[src/rtl/keycode_voice_alloc.sv]
// Polyphonic voice allocator: turns keycode changes into note-on/off/panic events and
// assigns notes to voices, lowest free voice first, otherwise the least-recently-assigned.
module keycode_voice_alloc #(
    parameter int unsigned NUM_VOICES = 4
) (
    input  logic                      clk,
    input  logic                      reset,
    input  logic [7:0]                keycode,
    output logic [7*NUM_VOICES-1:0]   voice_note,
    output logic [NUM_VOICES-1:0]     voice_gate,
    output logic [NUM_VOICES-1:0]     voice_trig,
    output logic                      busy
);

    localparam int unsigned RankW = (NUM_VOICES > 1) ? $clog2(NUM_VOICES) : 1;

    typedef enum logic [1:0] {StIdle, StSearch, StApply} state_e;

    state_e                  state_q, state_d;
    logic [7:0]              kc_q, kc_d;
    logic [7:0]              kc_last_q, kc_last_d;
    logic [7:0]              ev_q, ev_d;
    logic [6:0]              note_q [NUM_VOICES];
    logic [6:0]              note_d [NUM_VOICES];
    logic [RankW-1:0]        rank_q [NUM_VOICES];
    logic [RankW-1:0]        rank_d [NUM_VOICES];
    logic [NUM_VOICES-1:0]   gate_q, gate_d;
    logic [NUM_VOICES-1:0]   trig_q, trig_d;
    logic [RankW-1:0]        tgt_q, tgt_d;
    logic                    tgt_vld_q, tgt_vld_d;

    logic                    match_found, free_found;
    logic [RankW-1:0]        match_idx, free_idx, oldest_idx;

    // Descending scan so the lowest qualifying voice wins.
    always_comb begin
        match_found = 1'b0;
        match_idx   = '0;
        free_found  = 1'b0;
        free_idx    = '0;
        oldest_idx  = '0;
        for (int i = NUM_VOICES - 1; i >= 0; i--) begin
            if (gate_q[i] && (note_q[i] == ev_q[6:0])) begin
                match_found = 1'b1;
                match_idx   = RankW'(i);
            end
            if (!gate_q[i]) begin
                free_found = 1'b1;
                free_idx   = RankW'(i);
            end
            if (rank_q[i] == RankW'(NUM_VOICES - 1)) begin
                oldest_idx = RankW'(i);
            end
        end
    end

    always_comb begin
        state_d   = state_q;
        kc_d      = keycode;
        kc_last_d = kc_last_q;
        ev_d      = ev_q;
        note_d    = note_q;
        rank_d    = rank_q;
        gate_d    = gate_q;
        trig_d    = '0;
        tgt_d     = tgt_q;
        tgt_vld_d = tgt_vld_q;
        unique case (state_q)
            StIdle: begin
                if (kc_q != kc_last_q) begin
                    ev_d      = kc_q;
                    kc_last_d = kc_q;
                    state_d   = StSearch;
                end
            end
            StSearch: begin
                // Note-off only needs a match; note-on always resolves to some voice.
                tgt_vld_d = match_found;
                if (match_found) begin
                    tgt_d = match_idx;
                end else if (free_found) begin
                    tgt_d = free_idx;
                end else begin
                    tgt_d = oldest_idx;
                end
                state_d = StApply;
            end
            StApply: begin
                state_d = StIdle;
                if (ev_q == 8'h00) begin
                    gate_d = '0;
                end else if (!ev_q[7]) begin
                    if (tgt_vld_q) begin
                        gate_d[tgt_q] = 1'b0;
                    end
                end else begin
                    note_d[tgt_q] = ev_q[6:0];
                    gate_d[tgt_q] = 1'b1;
                    trig_d[tgt_q] = 1'b1;
                    for (int i = 0; i < NUM_VOICES; i++) begin
                        if (rank_q[i] < rank_q[tgt_q]) begin
                            rank_d[i] = rank_q[i] + RankW'(1);
                        end
                    end
                    rank_d[tgt_q] = '0;
                end
            end
            default: state_d = StIdle;
        endcase
    end

    always_ff @(posedge clk or posedge reset) begin
        if (reset) begin
            state_q   <= StIdle;
            kc_q      <= 8'h00;
            kc_last_q <= 8'h00;
            ev_q      <= 8'h00;
            gate_q    <= '0;
            trig_q    <= '0;
            tgt_q     <= '0;
            tgt_vld_q <= 1'b0;
            for (int i = 0; i < NUM_VOICES; i++) begin
                note_q[i] <= '0;
                rank_q[i] <= RankW'(i);
            end
        end else begin
            state_q   <= state_d;
            kc_q      <= kc_d;
            kc_last_q <= kc_last_d;
            ev_q      <= ev_d;
            gate_q    <= gate_d;
            trig_q    <= trig_d;
            tgt_q     <= tgt_d;
            tgt_vld_q <= tgt_vld_d;
            note_q    <= note_d;
            rank_q    <= rank_d;
        end
    end

    for (genvar g = 0; g < NUM_VOICES; g++) begin : gen_note_out
        assign voice_note[7*g +: 7] = note_q[g];
    end

    assign voice_gate = gate_q;
    assign voice_trig = trig_q;
    assign busy       = (state_q != StIdle);

endmodule

[config.mk]
export PLATFORM = sky130hd
export DESIGN_NAME = keycode_voice_alloc
export DESIGN_NICKNAME = d
export VERILOG_FILES = /design/src/rtl/keycode_voice_alloc.sv
export SDC_FILE = /design/constraint.sdc
export NUM_CORES = 1
export LEC_CHECK = 0
export ABC_AREA = 1
export CAP_MARGIN = 20
export CORE_MARGIN = 1.5
export CORE_UTILIZATION = 25
export DETAILED_ROUTE_END_ITERATION = 10
export DONT_BUFFER_PORTS = 1
export PLACE_DENSITY = 0.47
export SYNTH_ARGS = -nofsm -noshare
export SYNTH_HDL_FRONTEND = slang
export SYNTH_SLANG_ARGS = --single-unit
[constraint.sdc]
create_clock -name clk -period 2.75 [get_ports clk]
set_input_delay 0.55 -clock clk [delete_from_list [all_inputs] [get_ports clk]]
set_output_delay 0.55 -clock clk [all_outputs]
set_load 0.005 [all_outputs]
[Word level (Yosys, flattened, before mapping)]
Index checks and enable logic that the tools add are counted.
Word-level totals
  register bits: 65
  logic and storage cells: 115
Operators by class
  $add $sub $neg: 4
  magnitude comparators: 8
  eq/ne operators: 12
  muxes and demuxes: 56
  bitwise logic cells: 7
  reductions and logical operators: 13
Operator list (count)
  2-bit 2-to-1 mux: 34
  28-bit bitwise mux: 1
  7-bit equality test: 4
  4-bit 2-to-1 mux: 6
  7-bit demux with 2-bit select: 1
  2-bit equality test, second input constant: 5
  1-bit 2-to-1 mux: 9
  2-bit by 1-bit adder with 2-bit output, second input constant: 4
  8-bit AND: 1
  8-bit zero test: 1
  2-bit less-than comparator: 4
  8-bit != test: 1
  8-bit inverter: 1
  7-bit 2-to-1 mux: 1
  1-bit logical AND: 6
  4-bit AND: 1
  2-bit binary-select mux with 2-bit select: 1
  2-bit demux with 2-bit select: 1
  4-bit inverter: 1
  4-bit bitwise OR: 1
  2-bit case mux with 2 select lines: 1
  2-bit AND reduction: 2
  3-bit greater-or-equal comparator, second input constant: 1
  2-bit by 3-bit less-than comparator with 1-bit output, second input constant: 1
  11 further kinds: 11

[Logic depth before layout (Yosys ltp)]
Gate-level depths: netlist of the first run.
  word-level depth: 10
  mapped depth: 12
  depth with buffers taken out: 12

[Worst setup path before layout of the first run]
OpenSTA, ideal clock, no wires.
  path kind: flip-flop to flip-flop
  from: register tgt_q[0]
  to: register rank_q[5] (netlist name)
  setup time: 0.117 ns
  data arrival time: 1.613 ns
  setup slack: 1.021 ns
  cell stages (with the launch flop): 9
  path buffers: 0
  clock period less this slack: 1.729 ns
  cell sequence: dfrtp_1 -> nand2_2 -> o22ai_1 -> a221oi_1 -> ha_1 -> nand2_1 -> nand2_1 -> nor2_1 -> nor2_1
On the way
  cells in the longest elaborated chain, start to end: 10
  elaborated cells between the ends (all ways): 16
  classes of those cells: 3 x order compare; 9 x mux; 3 x bitwise; 1 x reduce/logical
RTL lines
  start, declared: line 29  | logic [RankW-1:0] tgt_q, tgt_d;
  start signal, assigned: line 133  | tgt_q <= tgt_d;
  2-bit inverter with 3-bit output (implied by the code) (*): line 101, 105
  2-bit binary-select mux with 2-bit select: line 101  | if (rank_q[i] < rank_q[tgt_q]) begin
  2-bit 2-to-1 mux (implied by the code) (2 in series): line 101
  2-bit less-than comparator: line 101
  2-bit 2-to-1 mux: line 101
  2-bit 2-to-1 mux: line 92  | end else if (!ev_q[7]) begin
  2-bit 2-to-1 mux: line 90  | if (ev_q == 8'h00) begin
  2-bit 2-to-1 mux: line 68  | unique case (state_q)
  8-bit AND (no line) (*)
  end signal, assigned by index: line 124  | rank_q[i] <= RankW'(i);
  end signal, assigned: line 136  | rank_q <= rank_d;
  end, declared: line 25  | logic [RankW-1:0] rank_q [NUM_VOICES];
Every way passes the cells marked *; elsewhere a longest branch is shown, timed or not. The select of a mux whose other input is x is not followed.
A chain may end at the register's enable or synchronous reset.

[Final worst setup path of the first run]
  from: register tgt_q[0]
  to: register rank_q[1] (netlist name)
The elaborated chain is that of the path after synthesis.

==> results.sh, run 1 <==
export IMPL_syn_area_mm2=0.00361
export IMPL_p_leak_uw=0.00207
export IMPL_io_buffers=0
export IMPL_finalSetupViolations=0
export IMPL_fmax_ghz=0.480
export IMPL_grt_max_degree=36
export IMPL_placementRows=43
export IMPL_comb_power_share=0.367
export IMPL_routed_wl_um=9920
export IMPL_status="finished clean"
export IMPL_postCtsResizedCells=0
export IMPL_drtAntennaViolNets=0
export IMPL_path_delay_family="compound AO/OA/AOI/OAI gates"
export IMPL_ys_warn_count=0
export IMPL_reg2reg_depth=10
export IMPL_dr_pass1_iters=4
export IMPL_area_growth_pct=13.8
export IMPL_grt_pass1_vias=2982
export IMPL_yosys_area_share_xor_xnor=0.0243
export IMPL_crit_top_cell="nand2_1"
export IMPL_worst_ep_arrival_time_ns=2.35
export IMPL_hold_viol_final=0
export IMPL_core_mm2=0.0140
export IMPL_r2r_end="rank_q[1]"
export IMPL_postLayoutCellArea_mm2=0.00411
export IMPL_slowest_delay_ns=0.54
export IMPL_critPathSlowestCell="a221oi_1"
export IMPL_synth_most_common_cell="nand2_1"
export IMPL_synthAdderAreaFrac=0.0278
export IMPL_num_vias=3065
export IMPL_cts_tree="done"
export IMPL_num_antenna_cells=0
export IMPL_worstSkewPairLatency_ns=0.34
export IMPL_chipWidth_um=123
export IMPL_clkPwrFrac=0.258
export IMPL_drive_above_1_share=0.0716
export IMPL_avgSynthCellArea_um2=7.10
export IMPL_htreeDepth=3
export IMPL_yosysTopAreaCellShare=0.423
export IMPL_ys_seq_area_frac=0.452
export IMPL_cts_setup_buffers=0
export IMPL_clockRootBuffer="clkbuf_16"
export IMPL_dpl_hpwl_um=7400
export IMPL_synth_edf_count=0
export IMPL_place_area_mm2=0.00382
export IMPL_finalWeightedCongestion=0.826
export IMPL_synth_top_cells_by_count="nand2_1 (201), inv_1 (66), dfrtp_1 (61)"
export IMPL_synth_compound_area_frac=0.0770
export IMPL_slew_headroom=0.537
export IMPL_r2r_start="tgt_q[0]"
export IMPL_power_switching_uw=1880
export IMPL_cts_buffers=9
export IMPL_antenna_found_initial=0
export IMPL_postSynthRegisterBits=65
export IMPL_wl_per_cell_um=14.2
export IMPL_fill_cells=1527
export IMPL_setup_worst_path_end="rank_q[1]"
export IMPL_max_vdd_ir_drop_v=0.000439
export IMPL_multiInputGateArea_mm2=0.00164
export IMPL_worst_pin_slew_ns=0.693
export IMPL_max_cap_viol_count=0
export IMPL_timing_critical_path_buf_inv=1
export IMPL_drc=0
export IMPL_synth_fp_nets=526
export IMPL_min_path_type="in2async"
export IMPL_die_area_mm2=0.0152
export IMPL_cts_buffer_depth=2
export IMPL_p_per_area_mw_per_mm2=1060
export IMPL_layout_nets=532
export IMPL_required_ns=3.02
export IMPL_ios=47
export IMPL_setup_worst_path_class="reg2reg"
export IMPL_synth_simple_area_share=0.327
export IMPL_async_reset_ff_frac=1.00
export IMPL_synth_mux_area_frac=0
export IMPL_regArea_mm2=0.00163
export IMPL_synth_top_family_by_area="simple AND/OR/NAND/NOR gates"
export IMPL_switching_share=0.433
export IMPL_rsz0062_at_grt="false"
export IMPL_initial_core_util=0.258
export IMPL_drt_iter0_drc=169
export IMPL_yosysTopAreaCell="dfrtp_1"
export IMPL_path_max_fanout=7
export IMPL_rrSetupSlack_ns=0.67
export IMPL_postCtsHoldBufs=0
export IMPL_track_usage=0.146
export IMPL_pwr_share_seq=0.375
export IMPL_crit_chain="inv_2 > nand2_2 > o22ai_1 > a221oi_1 > ha_1 > nand2_1 > nand2_1 > nand2_1 > nand2_1 > nor2_1"
export IMPL_die_y_um=123
export IMPL_drt_vias_per_instance=4.40
export IMPL_period_share=0.758
export IMPL_synthFlopType="dfrtp_1"
export IMPL_slew_violations=0
export IMPL_grt_pass1_wl_um=16300
export IMPL_startpoint="tgt_q[0]"
export IMPL_path_clk_slew_ns=0.05
export IMPL_synthTopCellsByArea="dfrtp_1 (42%), nand2_1 (21%), inv_1 (6.9%)"
export IMPL_postSynthCellCount=508
export IMPL_grt_ovfl_total=0
export IMPL_crit_cells=10
export IMPL_ys_types=25
export IMPL_startpoint_type="flip-flop"
export IMPL_cts_sinks=65
export IMPL_fin_skew_ns=0.00622
export IMPL_min_period_ns=2.08
export IMPL_tns_ns=0
export IMPL_end_kind="flip-flop"
export IMPL_internal_power_uw=2460
[cell type report]
cell class	instances	area share
Timing Repair Buffer	6	0.0140
Tap cell	180	0.0549
Sequential cell	65	0.397
Clock buffer	10	0.0582
Inverter	70	0.0640
Clock inverter	4	0.0110
Multi-Input combinational cell	362	0.400
[power by group through the flow]
stage               logic [uW]  registers [uW]  clock network, uW
finish                    1590            1630               1120
detailed placement        1590            1650                  0
global route              1850            1680               1200
CTS                       1600            1630               1150
floorplan                 1270            1450                  0
global placement          1580            1650                  0
[kinds of logic (layout without fill, tap and decap cells)]
family	Yosys count	after routing
AND/OR/NAND/NOR	291	291
buffers and inverters	81	90
flip-flops	65	65
AO/OA/AOI/OAI	53	53
XOR/XNOR	10	10
adder cells (fa/ha/maj)	8	8
[per-layer routing]
metal / track usage / wire length (um) / up-vias / share of wire
li1: - / - / 1575 / -
met1: 0.195 / 4580 / 1397 / 0.46
met2: 0.216 / 4260 / 76 / 0.43
met3: 0.0401 / 822 / 17 / 0.083
met4: 0.0726 / 255 / 0 / 0.026
met5: 0 / 0 / - / 0
[per-stage QoR]
step	setup WS (ns)	utilization	total power, uW	hold slack [ns]	std cells
after global placement	0.752	0.273	3230	0.467	683
after CTS	0.666	0.293	4390	0.224	697
after detailed placement	0.677	0.273	3240	0.475	683
final	0.666	0.293	4340	0.198	697
after global routing	0.469	0.293	4740	0.221	697
after floorplan	0.580	-	2720	0.448	508
[cell usage in the layout, fill, tap and decap left out, types with 2 or more instances in the layout]
master     synthesis  layout
nand4_1            7       7
dfstp_2            4       4
nand2_2            4       4
clkinv_2           0       3
nand2_1          201     201
nand3b_1           2       2
ha_1               8       8
dfrtp_1           61      61
xnor2_1            2       2
nor2_1            57      57
o21bai_1           2       2
inv_2              4       5
a21oi_1            5       5
o21ai_1            9       9
buf_4              5       5
xor2_1             8       8
o21ai_0           34      34
inv_1             66      65
nor3_1             2       2
nand3_1           13      13
clkbuf_16          0       9
nor2_4             4       4
[sequential cells by signal (all words and copies together) (netlist names)]
name,flops
voice_note,28
ev_q,8
kc_q,8
rank_q,8
voice_gate,4
voice_trig,4
state_q,2
tgt_q,2
tgt_vld_q,1
[worst min-delay path by stage]
| stage | start | slack, ns | cells past startpoint | to |
|---|---|---|---|---|
| 6_report | reset | 0.20 | 1 | kc_q[1] |
| 5_1_grt | keycode[1] | 0.22 | 0 | kc_q[1] |
| 4_1_cts | keycode[3] | 0.22 | 0 | kc_q[3] |
| 3_5_place_dp | tgt_vld_q | 0.47 | 2 | tgt_vld_q |
| 3_3_place_gp | tgt_vld_q | 0.47 | 2 | tgt_vld_q |
| 2_1_floorplan | state_q[1] | 0.45 | 1 | state_q[1] |
(Power assumes the default switching activity.)
==> inputs of run 2 (changes only) <==
==> constraint.sdc (replaced) <==
create_clock -name clk -period 1.94 [get_ports clk]
set_input_delay 0.388 -clock clk [delete_from_list [all_inputs] [get_ports clk]]
set_output_delay 0.388 -clock clk [all_outputs]
set_load 0.005 [all_outputs]
==> run 2 against run 1 <==
Effect of this change:
- register-to-register slack worse by 0.48 ns
- fmax up 19%
- sequential share of layout area down 0.49 points
- worst hold slack worse by 0.13 ns
- critical path type unchanged
- combinational power up 43%
- clock power up 44%
- global-route usage up 0.11 points
- critical endpoint is now rank_q[3]
- sequential cell count unchanged
- via count up 0.23%
- clock skew up 0.0034 ns
- cell count up 1.0%
- largest power group unchanged
==> results.sh, run 2 (synthesis gave the netlist of run 1 again) <==
export IMPL_hold_viol_final=0
export IMPL_chipWidth_um=123
export IMPL_cts_sinks=65
export IMPL_power_switching_uw=2690
export IMPL_path_max_fanout=5
export IMPL_required_ns=2.22
export IMPL_antenna_found_initial=0
export IMPL_grt_max_degree=23
export IMPL_worst_pin_slew_ns=0.489
export IMPL_cts_setup_buffers=0
export IMPL_hold_ws_ns=0.0711
export IMPL_layout_nets=537
export IMPL_cts_buffers=9
export IMPL_min_to="kc_q[3]"
export IMPL_switching_share=0.435
export IMPL_num_antenna_cells=0
export IMPL_r2r_start="tgt_q[1]"
export IMPL_final_setup_worst_slack_ns=0.188
export IMPL_core_mm2=0.0140
export IMPL_startpoint_type="flip-flop"
export IMPL_grt_ovfl_total=0
export IMPL_regArea_mm2=0.00163
export IMPL_path_clk_slew_ns=0.06
export IMPL_area_growth_pct=15.4
export IMPL_finalSetupViolations=0
export IMPL_cts_buffer_depth=2
export IMPL_min_path_type="in2reg"
export IMPL_fin_skew_ns=0.00966
export IMPL_period_share=0.903
export IMPL_pwr_share_seq=0.373
export IMPL_wl_per_cell_um=14.0
export IMPL_final_common_cell="nand2_1"
export IMPL_rrSetupSlack_ns=0.19
export IMPL_comb_power_share=0.366
export IMPL_internal_power_uw=3490
export IMPL_final_cell_mix="nand2_1 (201), inv_1 (65), dfrtp_1 (59)"
export IMPL_worst_ep_arrival_time_ns=2.03
export IMPL_holdPathStages=0
export IMPL_worstSkewPairLatency_ns=0.35
export IMPL_track_usage=0.147
export IMPL_initial_core_util=0.258
export IMPL_r2r_end="rank_q[3]"
export IMPL_die_y_um=123
export IMPL_cts_tree="done"
export IMPL_p_per_area_mw_per_mm2=1490
export IMPL_largest_reg_flops=28
export IMPL_fmax_ghz=0.571
export IMPL_placementRows=43
export IMPL_drt_vias_per_instance=4.36
export IMPL_drive_above_1_share=0.0840
export IMPL_fill_cells=1533
export IMPL_ios=47
export IMPL_dr_pass1_iters=5
export IMPL_max_vdd_ir_drop_v=0.000544
export IMPL_status="finished clean"
export IMPL_dpl_hpwl_um=7360
export IMPL_routed_wl_um=9830
export IMPL_setup_worst_path_class="reg2reg"
export IMPL_clkPwrFrac=0.261
export IMPL_grt_pass1_vias=3017
export IMPL_hp_start="keycode[3]"
export IMPL_pre_cts_slack_ns=0.202
export IMPL_startpoint="tgt_q[1]"
export IMPL_htreeDepth=3
export IMPL_drtAntennaViolNets=0
export IMPL_multiInputGateArea_mm2=0.00165
export IMPL_slew_violations=0
export IMPL_reg2reg_depth=11
export IMPL_p_leak_uw=0.00208
export IMPL_finalWeightedCongestion=0.786
export IMPL_num_vias=3072
export IMPL_min_period_ns=1.75
export IMPL_drc=0
export IMPL_drt_iter0_drc=215
export IMPL_die_area_mm2=0.0152
export IMPL_clockRootBuffer="clkbuf_16"
export IMPL_grt_pass1_wl_um=16400
export IMPL_max_cap_viol_count=0
export IMPL_slew_headroom=0.673
export IMPL_end_kind="flip-flop"
export IMPL_io_buffers=0
## run 2: final cells by class
type,instances,area share
well taps,180,0.0541
multi-input cells,362,0.396
clock inverters,5,0.0135
repair buffers,11,0.0234
clock buffers,11,0.0559
flip-flops and latches,65,0.393
inverters,70,0.0640
## run 2: how the worst max path moves through the flow
stage           endpoint  depth (start not counted)  slack [ns]
2_1_floorplan  rank_q[5]                          8        0.21
3_3_place_gp   rank_q[7]                         10        0.24
3_5_place_dp   rank_q[5]                         11        0.20
4_1_cts        rank_q[3]                         11        0.18
5_1_grt        rank_q[1]                         11      -0.005
6_report       rank_q[3]                         11        0.19
## run 2: metal layers
metal | up-vias | global-route usage | wire (um)
li1 | 1584 | - | -
met1 | 1416 | 0.198 | 4750
met2 | 63 | 0.217 | 4250
met3 | 9 | 0.0558 | 704
met4 | 0 | 0.0453 | 126
met5 | - | 0 | 0
## run 2: what timing repair did
action | in CTS | in global routing
endpoints found under the hold margin | 19 | 0
hold buffers | 1 | 0
setup endpoints to repair | 0 | 6
resized for setup | 0 | 3
## run 2: worst max-delay path, stage by stage, from the launching register on
cell      delay [ns]
dfrtp_1         0.41
inv_1           0.12
nand2_2         0.11
o22ai_1         0.20
a221oi_2        0.05
buf_4           0.16
ha_1            0.27
nand2_1         0.10
nand2_1         0.08
nand2_1         0.06
nand2_1         0.04
nor2_1          0.09
## run 2: power by group through the flow
stage / sequential [uW] / combinational, uW / clock (uW)
5_1_grt: 2390 / 2660 / 1720
2_1_floorplan: 2060 / 1800 / 0
3_5_place_dp: 2340 / 2260 / 0
3_3_place_gp: 2340 / 2230 / 0
6_report: 2310 / 2270 / 1610
4_1_cts: 2320 / 2270 / 1650
## run 2: through the flow
| stage | cells | power, uW | cell area, um^2 | TNS (ns) | util |
|---|---|---|---|---|---|
| floorplan | 508 | 3860 | 3610 | 0 | - |
| global placement | 687 | 4570 | 3850 | 0 | 0.276 |
| detailed placement | 687 | 4600 | 3850 | 0 | 0.276 |
| CTS | 704 | 6240 | 4150 | 0 | 0.297 |
| global route | 704 | 6770 | 4160 | -0.00534 | 0.298 |
| finish | 704 | 6190 | 4160 | 0 | 0.298 |
